### src/rtl/fractal_sync_pkg.sv
// Fractal barrier node: shared id state encoding and per-id record.
// Records are sized for the largest supported node and zero-extended.
package fractal_sync_pkg;

  localparam int MAX_PORTS = 16;
  localparam int MAX_AGGR  = 16;

  typedef enum logic [1:0] {
    ST_IDLE    = 2'd0,
    ST_COLLECT = 2'd1,
    ST_PEND    = 2'd2,
    ST_WAIT    = 2'd3
  } id_state_e;

  typedef struct packed {
    id_state_e              state;
    logic [MAX_PORTS-1:0]   mask;
    logic [MAX_AGGR-1:0]    aggr;
  } id_rec_t;

endpackage

### src/rtl/fractal_sync_arb.sv
// Fixed-priority selector: lowest-index request wins.
module fractal_sync_arb #(
  parameter int N = 4
) (
  input  logic [N-1:0] req_i,
  output logic [N-1:0] gnt_o
);

  assign gnt_o = req_i & ~(req_i - N'(1));

endmodule

### src/rtl/fractal_sync_node.sv
// Fractal barrier node: merges child arrivals per id, completes
// locally at the root level or forwards one barrier to the parent.
module fractal_sync_node
  import fractal_sync_pkg::*;
#(
  parameter int N_PORTS    = 2,
  parameter int AGGR_WIDTH = 4,
  parameter int ID_WIDTH   = 2
) (
  input  logic                                clk_i,
  input  logic                                rst_ni,
  input  logic [N_PORTS-1:0]                  child_sync_i,
  input  logic [N_PORTS-1:0][AGGR_WIDTH-1:0]  child_aggr_i,
  input  logic [N_PORTS-1:0][ID_WIDTH-1:0]    child_id_i,
  output logic [N_PORTS-1:0]                  child_wake_o,
  output logic [N_PORTS-1:0]                  child_error_o,
  output logic                                parent_sync_o,
  output logic [AGGR_WIDTH-2:0]               parent_aggr_o,
  output logic [ID_WIDTH-1:0]                 parent_id_o,
  input  logic                                parent_wake_i,
  input  logic                                parent_error_i
);

  localparam int N_IDS = 2 ** ID_WIDTH;
  localparam logic [MAX_PORTS-1:0] FULL =
    MAX_PORTS'({N_PORTS{1'b1}});

  id_rec_t rec_q   [N_IDS];
  id_rec_t rec_mid [N_IDS];
  id_rec_t rec_d   [N_IDS];

  logic [N_PORTS-1:0]    wake_d, wake_q;
  logic [N_PORTS-1:0]    err_d, err_q;
  logic                  sync_d, sync_q;
  logic [AGGR_WIDTH-2:0] paggr_d, paggr_q;
  logic [ID_WIDTH-1:0]   pid_d, pid_q;

  logic [N_IDS-1:0] pend;
  logic [N_IDS-1:0] gnt;
  logic             busy;

  always_comb begin : arrive
    logic                 ref_ok;
    logic                 open_st;
    logic [MAX_AGGR-1:0]  ref_aggr;
    logic [MAX_AGGR-1:0]  req_aggr;
    logic [MAX_PORTS-1:0] acc;
    rec_mid = rec_q;
    wake_d  = '0;
    err_d   = '0;
    pend    = '0;
    busy    = 1'b0;
    for (int i = 0; i < N_IDS; i++) begin
      ref_ok   = rec_q[i].state == ST_COLLECT;
      open_st  = ref_ok || rec_q[i].state == ST_IDLE;
      ref_aggr = rec_q[i].aggr;
      acc      = '0;
      for (int p = 0; p < N_PORTS; p++) begin
        req_aggr = MAX_AGGR'(child_aggr_i[p]);
        if (child_sync_i[p] &&
            child_id_i[p] == ID_WIDTH'(i)) begin
          if (open_st && req_aggr != '0 &&
              !rec_q[i].mask[p] &&
              (!ref_ok || req_aggr == ref_aggr)) begin
            // first valid port of an idle id fixes the aggr
            if (!ref_ok) begin
              ref_ok   = 1'b1;
              ref_aggr = req_aggr;
            end
            acc[p] = 1'b1;
          end else begin
            err_d[p] = 1'b1;
          end
        end
      end
      if (acc != '0) begin
        rec_mid[i].state = ST_COLLECT;
        rec_mid[i].mask  = rec_q[i].mask | acc;
        rec_mid[i].aggr  = ref_aggr;
        if (rec_mid[i].mask == FULL) begin
          if (ref_aggr == MAX_AGGR'(1)) begin
            wake_d     = '1;
            rec_mid[i] = '0;
          end else begin
            rec_mid[i].state = ST_PEND;
          end
        end
      end
      if (rec_q[i].state == ST_WAIT) begin
        if (parent_error_i) begin
          err_d      = '1;
          rec_mid[i] = '0;
        end else if (parent_wake_i) begin
          wake_d     = '1;
          rec_mid[i] = '0;
        end
      end
      pend[i] = rec_mid[i].state == ST_PEND;
      busy    = busy || rec_mid[i].state == ST_WAIT;
    end
  end

  fractal_sync_arb #(
    .N (N_IDS)
  ) u_arb (
    .req_i (pend),
    .gnt_o (gnt)
  );

  always_comb begin : forward
    rec_d   = rec_mid;
    sync_d  = 1'b0;
    paggr_d = '0;
    pid_d   = '0;
    if (!busy) begin
      for (int i = 0; i < N_IDS; i++) begin
        if (gnt[i]) begin
          rec_d[i].state = ST_WAIT;
          sync_d  = 1'b1;
          paggr_d = rec_mid[i].aggr[AGGR_WIDTH-1:1];
          pid_d   = ID_WIDTH'(i);
        end
      end
    end
  end

  always_ff @(posedge clk_i or negedge rst_ni) begin
    if (!rst_ni) begin
      for (int i = 0; i < N_IDS; i++) begin
        rec_q[i] <= '0;
      end
      wake_q  <= '0;
      err_q   <= '0;
      sync_q  <= 1'b0;
      paggr_q <= '0;
      pid_q   <= '0;
    end else begin
      for (int i = 0; i < N_IDS; i++) begin
        rec_q[i] <= rec_d[i];
      end
      wake_q  <= wake_d;
      err_q   <= err_d;
      sync_q  <= sync_d;
      paggr_q <= paggr_d;
      pid_q   <= pid_d;
    end
  end

  assign child_wake_o  = wake_q;
  assign child_error_o = err_q;
  assign parent_sync_o = sync_q;
  assign parent_aggr_o = paggr_q;
  assign parent_id_o   = pid_q;

endmodule

### config.mk
export PLATFORM = sky130hd
export DESIGN_NAME = fractal_sync_node
export DESIGN_NICKNAME = d
export VERILOG_FILES = /design/src/rtl/fractal_sync_pkg.sv /design/src/rtl/fractal_sync_arb.sv /design/src/rtl/fractal_sync_node.sv
export SDC_FILE = /design/constraint.sdc
export NUM_CORES = 1
export LEC_CHECK = 0
export CAP_MARGIN = 20
export CORE_ASPECT_RATIO = 1.25
export CORE_MARGIN = 8
export CORE_UTILIZATION = 55
export CTS_CLUSTER_DIAMETER = 120
export DETAILED_ROUTE_END_ITERATION = 8
export PLACE_DENSITY = 0.73
export SLEW_MARGIN = 10
export SYNTH_ARGS = -nofsm -noshare
export SYNTH_HDL_FRONTEND = slang
export SYNTH_HIERARCHICAL = 1
export SYNTH_SLANG_ARGS = --single-unit
export TNS_END_PERCENT = 50
### constraint.sdc
create_clock -name clk_i -period 7.85 [get_ports clk_i]
set_input_delay 1.57 -clock clk_i [delete_from_list [all_inputs] [get_ports clk_i]]
set_output_delay 1.57 -clock clk_i [all_outputs]
set_load 0.02 [all_outputs]
After elaboration in Yosys (flattened, before gate mapping)
Index checks and enable logic that the tools add are counted.
{ "totals": {"ff_bits": 146, "in_bits": 18, "elab_cells": 283} }
{ "op_classes": {"add_sub_neg": 1, "n_eq_ne": 38, "mux": 146, "bitwise_logic": 6, "n_reduce_logical": 75} }
{ "ops": {"columns": ["cell", "n"], "rows": [
  ["two-way mux 34 bit", 20],
  ["two-way mux 16 bit", 24],
  ["== test 4 x 16 -> 1 bit", 8],
  ["two-way mux 32 bit", 4],
  ["two-way mux 2 bit", 47],
  ["== test 16 x 1 -> 1 bit (second input constant)", 4],
  ["== test 16 x 2 -> 1 bit (second input constant)", 4],
  ["OR 16 x 2 -> 16 bit", 4],
  ["two-way mux 1 bit", 46],
  ["== test 2 bit (second input constant)", 16],
  ["logical AND 1 bit", 32],
  ["zero test 1 bit", 16],
  ["logical OR 1 bit", 15],
  ["two-way mux 3 bit", 5],
  ["== test 2 x 1 -> 1 bit (second input constant)", 6],
  ["zero test 2 bit", 6],
  ["nonzero test 2 bit", 4],
  ["nonzero test 4 bit", 2],
  ["bitwise AND 4 bit", 1],
  ["NOT 4 bit", 1],
  ["subtractor 4 x 1 -> 4 bit (second input constant)", 1]
]} }

Logic depth before layout (Yosys ltp)
{ "logic_depth": {"word_depth": 37, "ltp_mapped": 15, "ltp_nobuf": 13} }

Cells and area by module
The synthesis kept the hierarchy.
{ "by_module_without_submodules": {"columns": ["module", "instances", "cells_per_inst", "area_per_inst_um2"], "rows": [
  ["fractal_sync_node", 1, 664, 7016.7],
  ["fractal_sync_arb", 1, 4, 36.3]
]} }

Worst setup path after synthesis
Ideal clock, no wire load.
{ "synth_path": {"path_type": "input to register", "start": "input port child_aggr_i[6] in the netlist's numbering", "end": "register paggr_q[0] (netlist: parent_aggr_o[0])", "arrival_time_ps": 4513, "required_time_ps": 7755, "slack_ps": 3242, "path_stages": 13, "n_path_buf": 1, "cell_sequence": "clkbuf_1 > nor4_2 > or4_4 > o32a_1 > a221o_1 > nand4b_1 > nand2_1 > o21ai_0 > nor3b_1 > inv_1 > o221ai_1 > o21ai_0 > o31ai_1"} }
{ "synth_between": {"word_cells_on_any_way": 104, "cone_classes": "add/sub: 1; eq/ne: 20; mux: 53; bitwise: 6; reduce/logical: 24"} }
{ "synth_lines": {"columns": ["item", "line_no", "text"], "rows": [
  ["from (decl)", "fractal_sync_node.sv:13", "input logic [N_PORTS-1:0][AGGR_WIDTH-1:0] child_aggr_i,"],
  ["branches (longest 9 deep; another with two-way mux 34 bit)", null, null],
  ["two-way mux 34 bit *", "fractal_sync_node.sv:76", "if (acc != '0) begin"],
  ["two-way mux 34 bit", "fractal_sync_node.sv:93", "end else if (parent_wake_i) begin"],
  ["two-way mux 34 bit", "fractal_sync_node.sv:90", "if (parent_error_i) begin"],
  ["two-way mux 34 bit *", "fractal_sync_node.sv:89", "if (rec_q[i].state == ST_WAIT) begin"],
  ["== test 2 bit *", "fractal_sync_node.sv:98", "pend[i] = rec_mid[i].state == ST_PEND;"],
  ["via pend[1]", "fractal_sync_node.sv:38", "logic [N_IDS-1:0] pend;"],
  ["subtractor 4 x 1 -> 4 bit *", "fractal_sync_arb.sv:9", "assign gnt_o = req_i & ~(req_i - N'(1));"],
  ["NOT 4 bit *", "fractal_sync_arb.sv:9", null],
  ["bitwise AND 4 bit *", "fractal_sync_arb.sv:9", null],
  ["via gnt[2]", "fractal_sync_node.sv:39", "logic [N_IDS-1:0] gnt;"],
  ["two-way mux 3 bit * (2 in a row)", "fractal_sync_node.sv:117", "if (gnt[i]) begin"],
  ["two-way mux 3 bit *", "fractal_sync_node.sv:115", "if (!busy) begin"],
  ["via paggr_d[0]", "fractal_sync_node.sv:35", "logic [AGGR_WIDTH-2:0] paggr_d, paggr_q;"],
  ["to (signal assigned)", "fractal_sync_node.sv:144", "paggr_q <= paggr_d;"],
  ["to (decl)", "fractal_sync_node.sv:35", null]
]} }
Mark *: on every way through the listed nets, which the timed path passes.

Worst setup path after layout
{ "layout_path": {"start": "input port child_aggr_i[5] in the netlist's numbering", "end": "register paggr_q[2] (netlist: parent_aggr_o[2])"} }
{ "layout_between": {"word_cells_on_any_way": 104, "cone_classes": "add/sub: 1; eq/ne: 20; mux: 53; bitwise: 6; reduce/logical: 24"} }
{ "layout_lines": {"columns": ["item", "line_no"], "rows": [
  ["branches (longest 9 deep; another with two-way mux 34 bit)", null],
  ["two-way mux 34 bit *", "fractal_sync_node.sv:76"],
  ["two-way mux 34 bit", "fractal_sync_node.sv:93"],
  ["two-way mux 34 bit", "fractal_sync_node.sv:90"],
  ["two-way mux 34 bit *", "fractal_sync_node.sv:89"],
  ["== test 2 bit *", "fractal_sync_node.sv:98"],
  ["via pend[2]", "fractal_sync_node.sv:38"],
  ["subtractor 4 x 1 -> 4 bit", "fractal_sync_arb.sv:9"],
  ["NOT 4 bit", "fractal_sync_arb.sv:9"],
  ["bitwise AND 4 bit *", "fractal_sync_arb.sv:9"],
  ["via gnt[2]", "fractal_sync_node.sv:39"],
  ["two-way mux 3 bit * (2 in a row)", "fractal_sync_node.sv:117"],
  ["two-way mux 3 bit *", "fractal_sync_node.sv:115"],
  ["via paggr_d[2]", "fractal_sync_node.sv:35"]
]} }
Marked as above.

==> impl_metrics.yaml <==
run_status:
  outcome: "finished, final reports clean"
critical_path:
  critical_path.cell_chain: "clkdlybuf4s50_1 > nor4_2 > nor4_1 > nand3_1 > mux2i_1 > and4_1 > o22ai_1 > nor3b_1 > o21ai_0 > o21ai_0 > o31ai_1"
  cp_num_buf_inv: 1
  max_stage_delay_ps: 930
  endpoint_kind: "flip-flop"
  critPathRequiredTime_ps: 8110
  crit_top_cell: "o21ai_0"
  worst_path_max_delay_cell: "clkdlybuf4s50_1"
  critical_path.max_fanout: 14
  cpLargestDelayFamily: "simple AND/OR/NAND/NOR gates"
  cp.arrival_ps: 6200
  start_kind: "input pin"
  crit_type: "input pin to flip-flop"
floorplan:
  die_y_um: 142.6
  start_util_pct: 55.96
  row_count: 46
  core_um2: 12600
  dieArea_um2: 16730
  fp.dieW_um: 117.3
  ioPinCount: 28
clock_tree:
  cts.sinks: 145
  hold_buffers: 0
  cts_made_buffers: 17
  cts-htree-levels: 4
  post_cts_buffers: 0
  clkLatencyLatePin_ps: 420
  clk_pin_slew_ps: 60
  post_cts_resized: 0
  cts_tree: "done"
  cts_buffer_depth: 2
  cts-root-buf: "clkbuf_16"
sta:
  drv_slew: 0
  relSlewSlack_pct: 34.90
  rsz0062_at_grt: "no"
  finClkSkew_ps: 7.242
  hold_viol: 0
  finalSetupViolCount: 0
  max_freq_mhz: 168.6
  setup_ws_ps: 1918
  tightest_slew_ps: 967.6
  period_share_pct: 75.57
  period_needed_ps: 5932
  setup-tns-final_ps: 0
run:
  max-cap-violations: 0
grt:
  grt_pass1_vias: 5212
  grt_pass1_wl_um: 28190
  grt_max_degree: 81
  grt_use_total_pct: 22.34
  gr-total-overflow: 0
  grt_antenna_before_repair: 0
place:
  portBuffers: 27
  dp_hpwl_um: 12630
  gp_congestion: 0.9264
  dp_slack_ps: 1346
  dp.cells: 832
logic_synthesis:
  yosysTopAreaCell: "dfrtp_1"
  ys_seq_area_share_pct: 51.45
  synth.top_cell.area_share_pct: 51.45
  synth_flop_cell: "dfrtp_1"
  yosysUniqueCellTypes: 73
  syn-cell-area_um2: 7053
  synth_area_leaders: "dfrtp_1, and2_1, xnor2_1"
  synthCells: 668
  ys_warn_count: 6
  synth_seq_cells: 145
  async_flop_share_pct: 100.0
  synth_edf_count: 0
  syn_nets: 686
  syn_avg_cell_area_um2: 10.56
layout:
  antenna_cells: 0
  final_cell_mix: "dfrtp_1, and2_1, nor2_1, xnor2_1, and3_1"
  final_common_cell: "dfrtp_1"
  syn_to_final_growth_pct: 13.29
  fin_util_pct: 63.39
  layout.nets: 703
  drive_above_1_share_pct: 9.885
  fin_cells: 866
power:
  power_frac_seq_pct: 37.9
  power_density_nw_per_um2: 317.2
  leakage_nw: 3.701
  ir_drop_mv: 0.1719
  pwr-share-clk_pct: 30.4
  power_frac_comb_pct: 31.7
  netSwitchingPower_mw: 0.9417
  finalPower_mw: 2.535
  cell_internal_pwr_mw: 1.593
  switching_share_pct: 37.15
route:
  drc_errors: 0
  wl_per_cell_um: 20.16
  drtIter0Drc: 469
  first_pass_iters: 5
  finalWirelength_um: 17460
  vias: 5293
  viasPerCell: 6.112
  antenna_left: 0
hold_path:
  hp-class: "flip-flop to flip-flop"
-- worst paths after layout --
path / from / to / slack (ps) / depth (start not counted)
max: child_aggr_i[5] / parent_aggr_o[2] / 1920 / 11
min reg2reg: rec_q[122] / rec_q[122] / 480 / 1
min in group asynchronous: rst_ni / rec_q[107] / 1120 / 1
max reg2reg: rec_q[101] / parent_aggr_o[2] / 3500 / 11
min: rec_q[122] / rec_q[122] / 480 / 1
max in group asynchronous: rst_ni / rec_q[86] / 5700 / 3
-- area by class of cell --
cell class                 instances  area, µm²
sequential                       145       3628
inverter                          13      48.80
timing repair buffer              32      326.6
clock buffer                      19      442.9
fill                            1012       4614
multi-input combinational        476       3208
tap                              168      210.2
clock inverter                    13      125.1
-- power groups by stage --
| stage | registers (mW) | clock network (mW) | logic, mW |
|---|---|---|---|
| after floorplan | 0.924 | 0 | 0.593 |
| after global placement | 0.969 | 0 | 0.782 |
| after detailed placement | 0.969 | 0 | 0.785 |
| after CTS | 0.956 | 0.784 | 0.790 |
| after global routing | 0.971 | 0.817 | 0.877 |
| final | 0.961 | 0.770 | 0.803 |
-- metal layers --
layer	up-vias	track usage, %	share of wire (%)
met5	-	0	0
met4	0	10.81	3.2
met3	44	4.480	5.1
met2	177	34.78	48
met1	2608	29.04	43
li1	2464	-	-
-- synthesized netlist by cell type, types with 12 or more instances --
cell type	n
dfrtp_1	145
and2_1	65
nor2_1	34
and3_1	32
xnor2_1	32
nand2_1	30
nand3_1	26
nor4_1	26
o21ai_0	23
clkbuf_1	20
a21oi_1	15
inv_1	13
a21boi_0	12
nor2b_1	12
-- kinds of logic (layout without fill, tap and decap cells) --
family	count (synthesis)	in the layout	share of synthesized area, %
DFF	145	145	51.45
and+or+nand+nor	308	308	26.49
muxes	19	19	2.892
xor gates and xnor gates	32	32	3.974
buffers and inverters	47	77	3.069
AOI/OAI and AO/OA	117	117	12.13
-- worst register-to-register path, delay by kind of cell (launching register included) --
kind	cells	cell delay, ps
compound gates	6	1480
flops	1	510
simple gates	5	2210
-- flip-flops by register name (all words and copies together), names as in the netlist --
name / flops
parent_aggr_o: 3
child_error_o: 2
rec_q: 136
child_wake_o: 1
parent_id_o: 2
parent_sync_o: 1
-- stage by stage --
| step | area, µm² | hold slack (ps) |
|---|---|---|
| 2_1_floorplan | 7053 | 443.7 |
| 6_report | 7990 | 476.3 |
| 4_1_cts | 7958 | 480.3 |
| 5_1_grt | 7990 | 498.0 |
| 3_5_place_dp | 7390 | 461.9 |
| 3_3_place_gp | 7390 | 460.1 |
Power figures use the tool's default switching activity.
==> RTL edit (same settings) <==
Set the parameter `N_PORTS` to 1 (it was 2).
--- a/src/rtl/fractal_sync_node.sv
+++ b/src/rtl/fractal_sync_node.sv
@@ -3,7 +3,7 @@
 module fractal_sync_node
   import fractal_sync_pkg::*;
 #(
-  parameter int N_PORTS    = 2,
+  parameter int N_PORTS    = 1,
   parameter int AGGR_WIDTH = 4,
   parameter int ID_WIDTH   = 2
 ) (
Interface: changed (5 resized); port bits go from 28 to 19. The function was not compared with the original's and may differ.
==> RTL edit against the original RTL <==
Sequential cell count shrank 1. Die area shrank 14%. Total power shrank 16%. Clock power is essentially flat. Cell area shrank 15%. Combinational power shrank 41%. Routed wire length shrank 33%. Fmax grew 18%. Non-clock buffer count shrank 13. Worst setup slack gained 0.91 ns. First-iteration DRC count shrank 47%. Area after synthesis shrank 15%. Count of clock-buffer cells in the layout grew 3. Critical path type unchanged.
==> RTL edit: results (changes against the original RTL) <==
- Vias/cell: 5.74 (-6.1%)
- Leak Pwr: 3.30 nW (-11%)
- GP Congestion: 0.902 (-2.7%)
- Least-Margin Pin Slew: 0.931 ns (-0.0364 ns)
- CP Depth: 9 (-2)
- Switching share of power: 30.6% (-6.6 points)
- IO Port Bufs: 18 (-33%)
- Reg2Reg Launch Point: rec_q[135]
- Pre-CTS setup slack: 2.50 ns (+1.15 ns)
- Setup bufs post-CTS: 0 (unchanged)
- Gr usage total: 17.5% (-4.8 points)
- DRT iter0 DRCs: 248 (-47%)
- Number of fill cells in the layout: 790 (-22%)
- Drt total wl: 11700 um (-33%)
- Syn Nets: 519 (-24%)
- Top cells by area, synth: dfrtp_1 (60%), and2_1 (10%), nor4_1 (2.5%)
- Post-Route Skew: 0.00518 ns (-0.00206 ns)
- Clock Path Buffers: 2 (unchanged)
- Arrival @ worst endpoint: 5.32 ns (-0.88 ns)
- Hold Crit Start: rec_q[16]
- M1 GR Usage: 23.9% (-5.1 points)
- Final net count: 537 (-24%)
- DP Wirelength: 8140 um (-36%)
- Sequential share of the synthesized area: 60.4% (+8.9 points)
- M1 wire length: 5640 um (-25%)
- Synth cell count leaders: dfrtp_1 (144), and2_1 (96), nor2_1 (24), nor4_1 (24), and3_1 (17)
- WL met3: 557 um (-38%)
- DR pass1 iterations: 4 (-1)
- Clk_lat worst skew: 0.41 ns
- Placed instance area: 6220 um2 (-16%)
- CP delay by family, top: simple AND/OR/NAND/NOR gates
- Worst reg-to-reg setup slack: 4.59 ns (+1.09 ns)
- Status: finished, final reports clean
- Ant. Diodes: 0 (unchanged)
- Hold EP: rec_q[16]
- Met3 track demand over resource: 5.44% (+0.96 points)
- Layout cell share with drive strength beyond 1: 9.46% (-0.42 points)
- Uppermost routed layer: met4
- Initial antenna violation count: 0 (unchanged)
- Setup crit end: parent_aggr_o[0]
- Count of cell types in the netlist: 65 (-11%)
- Post-Syn Instances: 508 (-24%)
- Hold depth: 1 (unchanged)
- First-pass GRT wire length: 19700 um (-30%)
- Inst Count DP: 639 (-23%)
- Largest net degree at the start of global routing: 80 (-1.2%)
- Grt met2 use: 24.2% (-11 points)
- Cells on worst reg2reg path: 7 (-4)
- Met2 Wirelength: 5190 um (-38%)
- Hold slack final: 0.481 ns (+0.00485 ns)
- DR vias: 3853 (-27%)
- Min Tclk post-route: 5.02 ns (-0.912 ns)
- Critical path origin: child_aggr_i[0]
- CP max FO: 12 (-2)
- Peak supply drop: 0.201 mV (+17%)
- Root Driver: clkbuf_16
- Largest stage delay, worst path: 0.84 ns (-0.09 ns)
- Synth warnings: 6 (unchanged)
RTL edit: power groups by stage:
stage / sequential [mW] / combinational, mW / clock [mW]
floorplan: 0.881 / 0.341 / 0
global placement: 0.886 / 0.461 / 0
detailed placement: 0.887 / 0.472 / 0
CTS: 0.875 / 0.475 / 0.792
global route: 0.885 / 0.527 / 0.820
finish: 0.876 / 0.476 / 0.773
RTL edit: final cells by class:
class	instances	area, um2	share of cell area, %
multi-input cells	336	2230	32.8
clock buffers	22	464	6.83
well taps	132	165	2.43
clock inverters	10	111	1.64
flip-flops and latches	144	3600	53.0
inverters	8	30.0	0.442
repair buffers	19	189	2.78
RTL edit: logic make-up after synthesis:
| group | synth area share (%) |
|---|---|
| compound gates | 6.37 |
| xor+xnor | 2.35 |
| buf+inv | 2.20 |
| flops | 60.4 |
| mux | 2.79 |
| simple gates | 25.9 |
